`src/rtl/eth_evt_sync_pkg.sv`:
```
// rtl/eth_evt_sync_pkg.sv - shared encodings and helpers for the event synchroniser
package eth_evt_sync_pkg;

   localparam logic [1:0] EDGE_RISE = 2'd0;
   localparam logic [1:0] EDGE_FALL = 2'd1;
   localparam logic [1:0] EDGE_BOTH = 2'd2;
   localparam logic [1:0] EDGE_OFF  = 2'd3;

   function automatic int clog2(input int value);
      int r;
      r = 0;
      for (int v = value - 1; v > 0; v = v >> 1) begin
         r = r + 1;
      end
      return r;
   endfunction

endpackage

```
`src/rtl/eth_evt_sync_ch.sv`:
```
// rtl/eth_evt_sync_ch.sv - one channel: sync chain, edge decode, pending flag and event counter
module eth_evt_sync_ch
   import eth_evt_sync_pkg::*;
#(
   parameter int SYNC_STAGES = 2,
   parameter int CNT_W       = 8
) (
   input  logic             clk,
   input  logic             reset_n,
   input  logic             async_in,
   input  logic [1:0]       edge_sel,
   input  logic             warm_done,
   input  logic             ack,
   input  logic             cnt_clr,
   output logic             level_out,
   output logic             event_pulse,
   output logic             pend,
   output logic             ovf,
   output logic [CNT_W-1:0] cnt
);

   logic [SYNC_STAGES-1:0] sync_q;
   logic                   prev_q;
   logic                   rise;
   logic                   fall;
   logic                   hit;

   always_ff @(posedge clk or negedge reset_n) begin
      if (!reset_n) begin
         sync_q <= '0;
      end else begin
         sync_q <= {sync_q[SYNC_STAGES-2:0], async_in};
      end
   end

   assign level_out = sync_q[SYNC_STAGES-1];

   always_comb begin
      rise = level_out & ~prev_q;
      fall = ~level_out & prev_q;
      hit  = 1'b0;
      case (edge_sel)
         EDGE_RISE: hit = rise;
         EDGE_FALL: hit = fall;
         EDGE_BOTH: hit = rise | fall;
         default:   hit = 1'b0;
      endcase
   end

   // prev tracks level_out even during warm-up so the first enabled cycle sees no stale edge
   always_ff @(posedge clk or negedge reset_n) begin
      if (!reset_n) begin
         prev_q      <= 1'b0;
         event_pulse <= 1'b0;
      end else begin
         prev_q      <= level_out;
         event_pulse <= hit & warm_done;
      end
   end

   always_ff @(posedge clk or negedge reset_n) begin
      if (!reset_n) begin
         pend <= 1'b0;
      end else if (event_pulse) begin
         pend <= 1'b1;
      end else if (ack) begin
         pend <= 1'b0;
      end
   end

   // A clear that coincides with an event keeps that event: the count restarts at one
   always_ff @(posedge clk or negedge reset_n) begin
      if (!reset_n) begin
         cnt <= '0;
         ovf <= 1'b0;
      end else if (cnt_clr) begin
         cnt <= event_pulse ? CNT_W'(1) : '0;
         ovf <= 1'b0;
      end else if (event_pulse) begin
         if (cnt == {CNT_W{1'b1}}) begin
            ovf <= 1'b1;
         end else begin
            cnt <= cnt + CNT_W'(1);
         end
      end
   end

endmodule

```
`src/rtl/eth_evt_sync.sv`:
```
// rtl/eth_evt_sync.sv - multi-channel event synchroniser with counters and interrupt aggregation
module eth_evt_sync
   import eth_evt_sync_pkg::*;
#(
   parameter  int NUM_CH      = 4,
   parameter  int SYNC_STAGES = 2,
   parameter  int CNT_W       = 8,
   localparam int SEL_W       = (clog2(NUM_CH) > 1) ? clog2(NUM_CH) : 1
) (
   input  logic                clk,
   input  logic                reset_n,
   input  logic [NUM_CH-1:0]   async_in,
   input  logic [2*NUM_CH-1:0] edge_sel,
   input  logic [NUM_CH-1:0]   irq_mask,
   input  logic [NUM_CH-1:0]   ack,
   input  logic [SEL_W-1:0]    cnt_sel,
   input  logic                cnt_clr,
   output logic [NUM_CH-1:0]   level_out,
   output logic [NUM_CH-1:0]   event_pulse,
   output logic [NUM_CH-1:0]   pend,
   output logic [NUM_CH-1:0]   ovf,
   output logic [CNT_W-1:0]    cnt_data,
   output logic                irq
);

   localparam int WARM_MAX = SYNC_STAGES + 1;
   localparam int WARM_W   = clog2(SYNC_STAGES + 2);

   logic [WARM_W-1:0] warm_cnt;
   logic              warm_done;
   logic [NUM_CH-1:0] clr_vec;
   logic [CNT_W-1:0]  cnt_arr [NUM_CH];

   // Edges are ignored until the chains have flushed whatever was present at reset
   assign warm_done = (warm_cnt == WARM_W'(WARM_MAX));

   always_ff @(posedge clk or negedge reset_n) begin
      if (!reset_n) begin
         warm_cnt <= '0;
      end else if (!warm_done) begin
         warm_cnt <= warm_cnt + WARM_W'(1);
      end
   end

   for (genvar g = 0; g < NUM_CH; g++) begin : g_ch
      assign clr_vec[g] = cnt_clr && (cnt_sel == SEL_W'(g));

      eth_evt_sync_ch #(
         .SYNC_STAGES (SYNC_STAGES),
         .CNT_W       (CNT_W)
      ) u_ch (
         .clk         (clk),
         .reset_n     (reset_n),
         .async_in    (async_in[g]),
         .edge_sel    (edge_sel[2*g +: 2]),
         .warm_done   (warm_done),
         .ack         (ack[g]),
         .cnt_clr     (clr_vec[g]),
         .level_out   (level_out[g]),
         .event_pulse (event_pulse[g]),
         .pend        (pend[g]),
         .ovf         (ovf[g]),
         .cnt         (cnt_arr[g])
      );
   end

   // Out-of-range selects match no channel and read back zero
   always_comb begin
      cnt_data = '0;
      for (int i = 0; i < NUM_CH; i++) begin
         if (cnt_sel == SEL_W'(i)) begin
            cnt_data = cnt_arr[i];
         end
      end
   end

   always_ff @(posedge clk or negedge reset_n) begin
      if (!reset_n) begin
         irq <= 1'b0;
      end else begin
         irq <= |(pend & irq_mask);
      end
   end

endmodule

```
`config.mk`:
```
export PLATFORM = sky130hd
export DESIGN_NAME = eth_evt_sync
export DESIGN_NICKNAME = d
export VERILOG_FILES = /design/src/rtl/eth_evt_sync_pkg.sv /design/src/rtl/eth_evt_sync_ch.sv /design/src/rtl/eth_evt_sync.sv
export SDC_FILE = /design/constraint.sdc
export NUM_CORES = 1
export LEC_CHECK = 0
export ABC_AREA = 1
export BUFFER_PORTS_ARGS = -buffer_cell sky130_fd_sc_hd__buf_4
export CAP_MARGIN = 10
export CORE_ASPECT_RATIO = 1.5
export CORE_MARGIN = 10
export CORE_UTILIZATION = 54
export CTS_BUF_LIST = sky130_fd_sc_hd__clkbuf_8
export CTS_CLUSTER_DIAMETER = 50
export DETAILED_ROUTE_END_ITERATION = 10
export PLACE_DENSITY = 0.79
export SLEW_MARGIN = 0
export SYNTH_ARGS = -nofsm -noshare
export SYNTH_HDL_FRONTEND = slang
export SYNTH_HIERARCHICAL = 1
export SYNTH_SLANG_ARGS = --single-unit
```
`constraint.sdc`:
```
create_clock -name clk -period 1.2 [get_ports clk]
set_input_delay 0.18 -clock clk [delete_from_list [all_inputs] [get_ports clk]]
set_output_delay 0.18 -clock clk [all_outputs]
set_load 0.005 [all_outputs]
```
==> results of run 1 <==
cells in the mapped netlist:
master | number | area share (%)
nand2_1 | 97 | 11
dfrtp_1 | 59 | 44
inv_1 | 46 | 5.1
nand3_1 | 44 | 6.5
o21ai_0 | 25 | 3.7
a21oi_1 | 16 | 2.4
ha_1 | 13 | 4.8
nand4_1 | 13 | 2.4
nand3_2 | 12 | 3.5
nor2_1 | 12 | 1.3
nand2_2 | 8 | 1.5
inv_4 | 5 | 0.92
nor2_2 | 5 | 0.92
a21boi_0 | 4 | 0.89
a21oi_2 | 4 | 1.0
nand2_4 | 4 | 1.3
nand3b_1 | 4 | 0.89
nor2_4 | 4 | 1.3
nor3_2 | 4 | 1.2
o211ai_1 | 4 | 0.89
o21ai_2 | 4 | 1.0
o21bai_1 | 4 | 0.89
xor2_1 | 4 | 1.0
buf_12 | 2 | 1.2
buf_6 | 2 | 0.66
inv_2 | 1 | 0.11
xnor2_1 | 1 | 0.26
stage by stage:
| step | hold WS (ps) | area (um^2) | instances | TNS (ps) |
|---|---|---|---|---|
| final | 6.95 | 5310 | 634 | -6510 |
| after global routing | 12.7 | 5310 | 634 | -9210 |
| after detailed placement | 193 | 4190 | 570 | -1230 |
| after floorplan | -116 | 3400 | 401 | -671 |
| after CTS | 16.6 | 5000 | 629 | -3260 |
| after global placement | 192 | 4190 | 570 | -242 |
layer usage:
metal | global-route usage, % | up-vias
met5 | 0 | -
met4 | 16.4 | 0
met2 | 39.5 | 315
li1 | - | 1652
met1 | 21.8 | 1863
met3 | 5.82 | 100
repair_timing:
| action | in CTS | in global routing |
|---|---|---|
| hold buffers | 5 | 0 |
| buffers inserted | 39 | 6 |
| setup endpoints to repair | 41 | 51 |
| resized for setup | 80 | 81 |
| cloned | 4 | 0 |
| pin swaps | 30 | 45 |
| hold endpoints to repair | 63 | 0 |
cell type report:
type / instances / area, um^2 / area share [%]
clock buffers: 9 / 124 / 2.33
clock inverters: 7 / 77.6 / 1.46
inverters: 52 / 218 / 4.10
multi-input cells: 290 / 2090 / 39.4
flip-flops and latches: 59 / 1480 / 27.9
well taps: 74 / 92.6 / 1.74
repair buffers: 143 / 1230 / 23.1
kinds of logic (layout without fill, tap and decap cells):
family          count (synthesis)  in the layout  share of synthesized area (%)
simple gates                  207            211                           31.6
compound gates                 61             61                           10.8
flops                          59             59                           43.5
buf+inv                        56            211                           7.97
fa+ha+maj                      13             13                           4.80
xor+xnor                        5              5                           1.29
flip-flops by register name, indices dropped and copies added, names as in the netlist:
register and count:
g_ch.u_ch/cnt 32, g_ch.u_ch/event_pulse 4, g_ch.u_ch/ovf 4, g_ch.u_ch/pend 4, g_ch.u_ch/prev_q 4, g_ch.u_ch/sync_q 8, irq 1, warm_cnt 2
power by group through the flow:
stage | Combinational [W] | Clock [W] | Sequential (W)
final | 0.00285 | 0.00187 | 0.00249
after global routing | 0.00301 | 0.00197 | 0.00252
after CTS | 0.00230 | 0.00185 | 0.00245
after detailed placement | 0.00153 | 0 | 0.00251
after global placement | 0.00148 | 0 | 0.00250
after floorplan | 0.000748 | 0 | 0.00254
final timing paths:
kind                                                   from                               end  slack, ps  cells after the start
hold / removal                                       ack[2]     g_ch[2].u_ch/pend$_DFFE_PN0P_          7                      2
setup reg to reg            g_ch[2].u_ch/cnt[0]$_DFFE_PN0P_   g_ch[2].u_ch/cnt[3]$_DFFE_PN0P_       -250                      9
min in group asynchronous                           reset_n   g_ch[3].u_ch/cnt[3]$_DFFE_PN0P_        350                      3
hold reg to reg            g_ch[3].u_ch/sync_q[0]$_DFF_PN0_  g_ch[3].u_ch/sync_q[1]$_DFF_PN0_        350                      0
setup / recovery            g_ch[1].u_ch/cnt[1]$_DFFE_PN0P_                       cnt_data[1]       -290                      4
max in group asynchronous                           reset_n     g_ch[1].u_ch/prev_q$_DFF_PN0_        590                      3
worst max-delay path: cells and delay by family (launching register included):
family                 cells  cell delay [ps]
and+or+nand+nor            2              230
buffers and inverters      2              310
DFF                        1              410
cell usage in the layout (no fill, tap or decap), types with 9 or more instances in the layout:
master	count
nand3_2	20
a21oi_1	10
dfrtp_1	57
clkbuf_8	9
nand4_1	13
nand3_1	31
buf_4	103
o21ai_2	11
buf_6	34
a21oi_2	9
inv_1	34
nand2_2	26
o21ai_1	11
nand2_4	14
nand2_1	70
inv_2	10
==> implementation parameters, run 1 <==
Parameter                              Value

Finish
  Fraction of layout instances using a drive strength above 1 ... 51.1%
  Final design utilization ... 86.6%
  Final antenna diode count ... 0
  Area growth syn-to-layout ... 56.5%
  Total Nets Final ... 593
  Count of fill cells added during filler insertion ... 286

CTS
  TritonCTS Buffers ... 9
  Clock transition at path regs ... around 80 ps
  Htree depth ... 3
  Clock insertion delay at the later pin of the skew report ... 360 ps
  Clock root buffer ... clkbuf_8
  Clock Sinks ... 59
  TritonCTS clock tree ... done
  Max clock buf depth ... 2

Timing
  Worst slew margin relative to its limit ... 72.6%
  Least setup slack across all paths after layout ... -291 ps
  Clock skew after layout ... 10.4 ps
  Max Clk Rate ... 0.671 GHz
  Final hold vios ... 0
  Fin. max-slew vios ... 0
  Setup repair after global routing missed its margin ... yes
  Minimum period implied by the final worst setup slack ... 1490 ps
  Pin slew with the least headroom to its limit ... just over 400 ps
  Period utilisation layout ... 124%
  Final setup fails ... 43

Pwr
  Sw Ratio ... 36.4%
  Worst vdd rail ir drop ... approximately 1.2 mV
  P_sw ... 0.00262 W
  Cell Pwr Density ... 1360 nW/um^2
  Internal cell power ... roughly 0.0046 W
  Static power due to leakage ... 2.57 nW
  Combinational Power Share ... 39.5%
  Total power draw ... 0.00721 W
  Proportion of power drawn by the clock network ... approximately a quarter
  Relative contribution of sequential cells to total power ... 34.6%

Drt
  Routed via count ... approximately 3.9k
  Detailed-routed wire length on met2 ... 6500 um
  ANT nets after route ... 0
  DRC violations left ... 0
  Final WL ... 12800 um
  Uppermost signal routing layer after detailed routing ... met4
  Detailed Routing Iterations Pass 1 ... 6
  Number of vias per cell after detailed routing ... 6.20
  Detailed Route Iter0 Violations ... 456
  Mean routed wirelength per cell ... around 20 um
  Met1 WL ... between 4000 and 5000 um
  Met3 layer wire length in the routed design ... 1130 um

Logic synthesis
  Sequential cell area fraction in the yosys report ... 43.5%
  Avg Cell Area, Syn ... ~8.5 um^2
  Number of warnings issued by yosys ... 6
  Distinct cells, synth ... 27
  Number of flip-flops and latches in the synthesized netlist ... 59
  Gate count after technology mapping ... 401
  Synthesized netlist net count ... 439
  Cell area after technology mapping ... 3390 um^2

Setup path
  CP cell instances ... buf_6 -> nand3_2 -> nand4_1 -> buf_4
  Kind of start point of the critical path ... register
  Critical Path Max Stage Delay ... 410 ps
  Required time of the critical path ... between 1000 and 1500 ps
  Highest-delay cell along the critical path ... dfrtp_1
  Crit. End Element ... primary output
  Worst-path fanout max ... 2
  CP Data Arrival Time ... 1310 ps
  Category of the critical setup timing path ... reg2out

Global routing
  Overflow left after global routing ... 0
  All-layer global routing usage ... 22.2%
  First-pass GRT wire length ... 17800 um
  Via count of the first global-routing pass ... 3861
  Largest net degree at the start of global routing ... 60
  Number of antenna violations at the first check in global routing ... 0

Min path
  HP Class ... in2reg

Floorplanning
  Die width ... between 80 and 90 um
  Height of the chip ... 117 um
  Ports placed on the boundary ... 50
  Initial standard-cell utilization of the core ... 55.3%
  Core region area ... slightly above 6000 um^2
  Die ar. ... 9910 um^2
  # rows ... 35

Run status
  Violations in the final reports ... negative setup slack
  Status ... finished with violations

Place
  Post-Place Setup Slack ... -108 ps
  Routability Congestion ... 0.899
  Post-detailed-placement half-perimeter wirelength ... 6580 um
  Port Buffers ... 49

Run
  Max-cap violation count ... 0
(Power assumes the default switching activity.)
==> run 2, diff against run 1 <==
--- a/config.mk
+++ b/config.mk
@@ -8,7 +8,6 @@
 export ABC_AREA = 1
 export BUFFER_PORTS_ARGS = -buffer_cell sky130_fd_sc_hd__buf_4
 export CAP_MARGIN = 10
-export CORE_ASPECT_RATIO = 1.5
 export CORE_MARGIN = 10
 export CORE_UTILIZATION = 54
 export CTS_BUF_LIST = sky130_fd_sc_hd__clkbuf_8
==> implementation parameters, run 2 (synthesized netlist as in run 1, its figures left out) <==
Parameter                              Value

Run status
  Status ... finished with violations
  Violations in the final reports ... negative setup slack

Timing
  Minimum period implied by the final worst setup slack ... 1540 ps (+45.6 ps)
  Final hold vios ... 0 (unchanged)
  Pin slew with the least headroom to its limit ... 516 ps (+105 ps)
  Fin. max-slew vios ... 0 (unchanged)
  Period utilisation layout ... 128% (+3.8 points)
  Clock skew after layout ... 7.54 ps (-2.90 ps)
  Max Clk Rate ... 0.651 GHz (-3.0%)
  Setup repair after global routing missed its margin ... yes
  Worst slew margin relative to its limit ... 65.5% (-7.0 points)
  Final setup fails ... 45 (+4.7%)
  Least setup slack across all paths after layout ... -337 ps (-45.6 ps)

Setup path
  Required time of the critical path ... 1440 ps (+420 ps)
  Worst-path fanout max ... 5 (+3)
  Category of the critical setup timing path ... reg2reg
  Crit. End Element ... register
  Kind of start point of the critical path ... register
  CP Data Arrival Time ... 1780 ps (+470 ps)

Place
  Number of placed instances with taps included ... 573 (+0.53%)
  Port Buffers ... 49 (unchanged)
  Routability Congestion ... 0.851 (-5.3%)
  Post-detailed-placement half-perimeter wirelength ... 6590 um (about the same)
  Post-Place Setup Slack ... -103 ps (+5.47 ps)

Finish
  Number of cells in the finished layout apart from fillers ... 630 (-0.63%)
  Commonest cells after routing, fill and taps aside ... 103 x buf_4, 80 x nand2_1, 56 x dfrtp_1
  Top register by number of flip-flops ... g_ch.u_ch/cnt
  Fraction of layout instances using a drive strength above 1 ... 46.7% (-4.4 points)
  Count of fill cells added during filler insertion ... 318 (+11%)
  Final antenna diode count ... 0 (unchanged)
  Number of flip-flops in the largest register ... 32 (unchanged)
  Leading cell type in the layout, fill and taps excluded ... buf_4
  Leading registers by flop count ... g_ch.u_ch/cnt: 32 flops, g_ch.u_ch/sync_q: 8 flops
  Area of combinational cells with multiple inputs ... 1980 um^2 (-5.3%)
  Area growth syn-to-layout ... 51.1%
  FF+latch area ... 1480 um^2 (about the same)
  Total Nets Final ... 588 (-0.84%)

Pwr
  Worst vdd rail ir drop ... 1.14 mV (-2.2%)
  Cell Pwr Density ... 1340 nW/um^2 (-1.4%)
  Static power due to leakage ... 2.49 nW (-3.2%)
  Total power draw ... 0.00686 W (-4.8%)

CTS
  Clock root buffer ... clkbuf_8
  Clock Sinks ... 59 (unchanged)
  Max clock buf depth ... 2 (unchanged)
  Clock transition at path regs ... 70 ps (about the same)
  TritonCTS Buffers ... 9 (unchanged)
  Clock insertion delay at the later pin of the skew report ... 350 ps (about the same)
  TritonCTS clock tree ... done
  Htree depth ... 3 (unchanged)

Floorplanning
  Core region area ... 6030 um^2 (-1.7%)
  Ports placed on the boundary ... 50 (unchanged)
  Height of the chip ... 99.2 um (-15%)
  # rows ... 28 (-20%)
  Die ar. ... 9850 um^2 (-0.66%)
  Die width ... 99.2 um (+17%)
  Initial standard-cell utilization of the core ... 56.3% (+0.96 points)

Global routing
  Number of antenna violations at the first check in global routing ... 0 (unchanged)
  Overflow left after global routing ... 0 (unchanged)
  First-pass GRT wire length ... 16900 um (-4.7%)
  Via count of the first global-routing pass ... 3627 (-6.1%)
  All-layer global routing usage ... 20.9% (-1.4 points)
  Largest net degree at the start of global routing ... 60 (unchanged)

Drt
  Routed via count ... 3763 (-4.2%)
  Mean routed wirelength per cell ... 19.0 um (-6.1%)
  Detailed Route Iter0 Violations ... 442 (-3.1%)
  Number of vias per cell after detailed routing ... 5.97 (-3.6%)
  Final WL ... 12000 um (-6.7%)
  ANT nets after route ... 0 (unchanged)
  DRC violations left ... 0 (unchanged)
  Detailed Routing Iterations Pass 1 ... 6 (unchanged)

Min path
  HP Class ... in2reg

Run
  Max-cap violation count ... 0 (unchanged)
[run 2: changes by cell type in the layout (fill, tap and decap cells not counted), moves of 4 or more]
cell / delta
nor2_4: -4
nand2_1: +10
inv_1: +5
nand2_2: -6
o21ai_0: +5
buf_6: -5
nand3_2: -4
nand3_1: +4
[run 2: power by group]
part	internal (W)	leakage, nW	switching (W)
clock network	0.000949	0.0950	0.000841
logic	0.00127	1.65	0.00126
registers	0.00225	0.748	0.000289
total	0.00447	2.49	0.00239
[run 2: layout make-up]
class / instances / share of cell area, %
clock buffers: 9 / 2.42
clock inverters: 7 / 1.34
inverters: 52 / 4.05
multi-input cells: 290 / 38.6
flip-flops and latches: 59 / 28.9
well taps: 75 / 1.83
repair buffers: 138 / 22.8
[run 2: critical path, stage by stage, from the launching register on]
cell,delay [ps]
dfrtp_1,390
buf_6,120
ha_4,140
nand2_4,70
nor2_4,160
nand3_4,150
nand2_4,160
nand2_2,80
o21ai_1,150
[run 2: worst paths after layout]
kind,start,to,slack [ps],cells after the start
hold / removal,ack[2],g_ch[2].u_ch/pend$_DFFE_PN0P_,10,2
max in group asynchronous,reset_n,g_ch[1].u_ch/cnt[2]$_DFFE_PN0P_,540,3
hold reg to reg,g_ch[1].u_ch/sync_q[0]$_DFF_PN0_,g_ch[1].u_ch/sync_q[1]$_DFF_PN0_,350,0
setup / recovery,g_ch[1].u_ch/cnt[0]$_DFFE_PN0P_,g_ch[1].u_ch/cnt[5]$_DFFE_PN0P_,-340,8
setup reg to reg,g_ch[1].u_ch/cnt[0]$_DFFE_PN0P_,g_ch[1].u_ch/cnt[5]$_DFFE_PN0P_,-340,8
min in group asynchronous,reset_n,irq$_DFF_PN0_,340,3
[run 2: what timing repair did]
action,4_1_cts,5_1_grt
setup buffers,31,5
pin swaps,33,23
endpoints found under the setup margin,40,52
gates resized for setup,66,51
gates cloned,4,0
hold endpoints to repair,63,0
hold buffers,5,0
[run 2: per-stage QoR]
stage / util [%] / hold slack (ps) / cell area, um^2 / setup TNS (ps)
finish: 85.0 / 14.3 / 5120 / -7330
detailed placement: 69.8 / 194 / 4200 / -1410
floorplan: - / -116 / 3400 / -671
global route: 85.0 / 30.0 / 5120 / -9680
global placement: 69.8 / 195 / 4200 / -306
CTS: 82.0 / 10.9 / 4940 / -3510
[run 2: metal layers]
metal | up-vias | GRT usage, % | wire length [um]
met4 | 0 | 9.81 | 675
met2 | 289 | 36.2 | 5720
met5 | - | 0 | 0
met3 | 77 | 6.37 | 1180
li1 | 1643 | - | -
met1 | 1754 | 22.8 | 4400
==> run 3, diff against run 2 <==
--- a/config.mk
+++ b/config.mk
@@ -13,7 +13,7 @@
 export CTS_BUF_LIST = sky130_fd_sc_hd__clkbuf_8
 export CTS_CLUSTER_DIAMETER = 50
 export DETAILED_ROUTE_END_ITERATION = 10
-export PLACE_DENSITY = 0.79
+export PLACE_DENSITY = 0.82
 export SLEW_MARGIN = 0
 export SYNTH_ARGS = -nofsm -noshare
 export SYNTH_HDL_FRONTEND = slang
==> implementation parameters, run 3 (synthesized netlist as in run 1, its figures left out) <==
Parameter                              Value

Run status
  Status ... finished with violations
  Violations in the final reports ... negative setup slack

Global routing
  Overflow left after global routing ... 0 (unchanged)
  Largest net degree at the start of global routing ... 28 (-53%)
  Via count of the first global-routing pass ... 3549 (-2.2%)
  Number of antenna violations at the first check in global routing ... 0 (unchanged)
  First-pass GRT wire length ... 16900 um (-0.12%)
  All-layer global routing usage ... 20.6% (-0.27 points)

Setup path
  Kind of start point of the critical path ... register
  CP cell instances ... buf_6 -> nand3_2 -> nand4_1 -> buf_4
  Crit. End Element ... primary output
  Highest-delay cell along the critical path ... dfrtp_1
  Required time of the critical path ... 1020 ps (-420 ps)
  Worst-path fanout max ... 3 (-2)
  Category of the critical setup timing path ... reg2out
  CP Data Arrival Time ... 1270 ps (-510 ps)
  Critical Path Max Stage Delay ... 390 ps (about the same)

Place
  Post-Place Setup Slack ... -66.1 ps (+36.5 ps)
  Post-detailed-placement half-perimeter wirelength ... 6590 um (about the same)
  Port Buffers ... 49 (unchanged)
  Routability Congestion ... 0.907 (+6.6%)

CTS
  Clock insertion delay at the later pin of the skew report ... 340 ps (about the same)
  Clock Sinks ... 59 (unchanged)
  TritonCTS clock tree ... done
  Clock root buffer ... clkbuf_8
  TritonCTS Buffers ... 9 (unchanged)
  Htree depth ... 3 (unchanged)
  Clock transition at path regs ... 70 ps (about the same)
  Max clock buf depth ... 2 (unchanged)

Timing
  Worst slew margin relative to its limit ... 68.6% (+3.0 points)
  Clock skew after layout ... 6.91 ps (-0.631 ps)
  Setup repair after global routing missed its margin ... yes
  Period utilisation layout ... 121% (-6.9 points)
  Tightest hold margin ... 12.6 ps (-1.79 ps)
  Fin. max-slew vios ... 0 (unchanged)
  Final setup fails ... 40 (-11%)
  Sum of negative setup slack ... -5510 ps (+1820 ps)
  Pin slew with the least headroom to its limit ... 471 ps (-45.0 ps)
  Least setup slack across all paths after layout ... -254 ps (+82.8 ps)
  Max Clk Rate ... 0.688 GHz (+5.7%)
  Minimum period implied by the final worst setup slack ... 1450 ps (-82.8 ps)
  Final hold vios ... 0 (unchanged)

Drt
  Final WL ... 11000 um (-8.4%)
  Number of vias per cell after detailed routing ... 5.83 (-2.4%)
  Routed via count ... 3637 (-3.3%)
  ANT nets after route ... 0 (unchanged)
  Detailed Route Iter0 Violations ... 247 (-44%)
  Detailed Routing Iterations Pass 1 ... 5 (-1)
  DRC violations left ... 0 (unchanged)
  Mean routed wirelength per cell ... 17.6 um (-7.6%)

Finish
  Final antenna diode count ... 0 (unchanged)
  Leading cell type in the layout, fill and taps excluded ... buf_4
  Fraction of layout instances using a drive strength above 1 ... 44.1% (-2.6 points)
  Number of flip-flops in the largest register ... 32 (unchanged)
  Final design utilization ... 83.8% (-1.2 points)
  Commonest cells after routing, fill and taps aside ... 98 x buf_4, 85 x nand2_1, 56 x dfrtp_1
  Leading registers by flop count ... g_ch.u_ch/cnt: 32 flops, g_ch.u_ch/sync_q: 8 flops
  Total Nets Final ... 582 (-1.0%)
  Top register by number of flip-flops ... g_ch.u_ch/cnt
  Area growth syn-to-layout ... 48.9%
  Count of fill cells added during filler insertion ... 330 (+3.8%)

Pwr
  Combinational Power Share ... 32.2% (-4.7 points)
  P_sw ... 0.00223 W (-6.6%)
  Worst vdd rail ir drop ... 1.19 mV (+4.2%)
  Internal cell power ... 0.00482 W (+7.7%)
  Static power due to leakage ... 2.46 nW (-1.3%)
  Proportion of power drawn by the clock network ... 32.5% (+6.4 points)
  Sw Ratio ... 31.6% (-3.2 points)
  Cell Pwr Density ... 1400 nW/um^2 (+4.2%)
  Total power draw ... 0.00705 W (+2.7%)
  Relative contribution of sequential cells to total power ... 35.4% (-1.7 points)

Floorplanning
  Core region area ... 6030 um^2 (unchanged)
  Height of the chip ... 99.2 um (unchanged)
  Die ar. ... 9850 um^2 (unchanged)
  Die width ... 99.2 um (unchanged)
  # rows ... 28 (unchanged)
  Initial standard-cell utilization of the core ... 56.3% (unchanged)
  Ports placed on the boundary ... 50 (unchanged)

Run
  Max-cap violation count ... 0 (unchanged)

Min path
  HP Class ... in2reg
-- run 3: cell types whose count changed in the layout (fill, tap and decap cells not counted), sizes merged --
cell	before	now
clkinvlp	2	3
bufinv	1	3
clkinv	4	0
clkbuf	9	10
buf	133	127
-- run 3: final timing paths --
kind / start / to / slack (ps) / depth (start not counted)
worst max-delay path: g_ch[2].u_ch/cnt[4]$_DFFE_PN0P_ / cnt_data[4] / -250 / 4
worst min-delay path: ack[1] / g_ch[1].u_ch/pend$_DFFE_PN0P_ / 10 / 2
worst max register to register: g_ch[0].u_ch/cnt[0]$_DFFE_PN0P_ / g_ch[0].u_ch/cnt[2]$_DFFE_PN0P_ / -200 / 7
worst min register to register: g_ch[3].u_ch/sync_q[0]$_DFF_PN0_ / g_ch[3].u_ch/sync_q[1]$_DFF_PN0_ / 350 / 0
max in group asynchronous: reset_n / warm_cnt[0]$_DFFE_PN0N_ / 450 / 3
min in group asynchronous: reset_n / g_ch[3].u_ch/cnt[4]$_DFFE_PN0P_ / 260 / 2
-- run 3: worst max-delay path, delay by kind of cell, from the launching register on --
family | cells | cell delay [ps]
flip-flops | 1 | 390
buffers and inverters | 2 | 310
AND/OR/NAND/NOR | 2 | 230
-- run 3: per-layer routing --
layer / vias to the layer above / wire [um] / track usage, %
li1: 1629 / - / -
met1: 1741 / 4080 / 22.9
met2: 217 / 5470 / 35.4
met3: 50 / 1050 / 6.16
met4: 0 / 376 / 9.48
met5: - / 0 / 0
-- run 3: power groups by stage --
stage | Clock (W) | Combinational, W | Sequential [W]
finish | 0.00229 | 0.00227 | 0.00249
CTS | 0.00231 | 0.00205 | 0.00248
detailed placement | 0 | 0.00154 | 0.00251
global route | 0.00240 | 0.00244 | 0.00252
floorplan | 0 | 0.000748 | 0.00254
global placement | 0 | 0.00149 | 0.00250
-- run 3: cell type report --
| cell class | instances | area (um^2) | area share [%] |
|---|---|---|---|
| Sequential cell | 59 | 1480 | 29.3 |
| Timing Repair Buffer | 132 | 1120 | 22.2 |
| Clock buffer | 10 | 138 | 2.73 |
| Inverter | 52 | 208 | 4.11 |
| Clock inverter | 6 | 113 | 2.23 |
| Multi-Input combinational cell | 290 | 1900 | 37.5 |
| Tap cell | 75 | 93.8 | 1.86 |
-- run 3: what timing repair did --
| item | in CTS | in global routing |
|---|---|---|
| resized for setup | 56 | 43 |
| endpoints found under the hold margin | 39 | 0 |
| endpoints found under the setup margin | 40 | 49 |
| hold buffers | 5 | 0 |
| setup buffers | 22 | 11 |
| gates cloned | 4 | 0 |
| pin swaps | 26 | 29 |
-- run 3: metrics by stage --
stage | cell area, um^2 | cells
5_1_grt | 5050 | 624
3_5_place_dp | 4150 | 566
6_report | 5050 | 624
2_1_floorplan | 3400 | 401
3_3_place_gp | 4150 | 566
4_1_cts | 4870 | 613
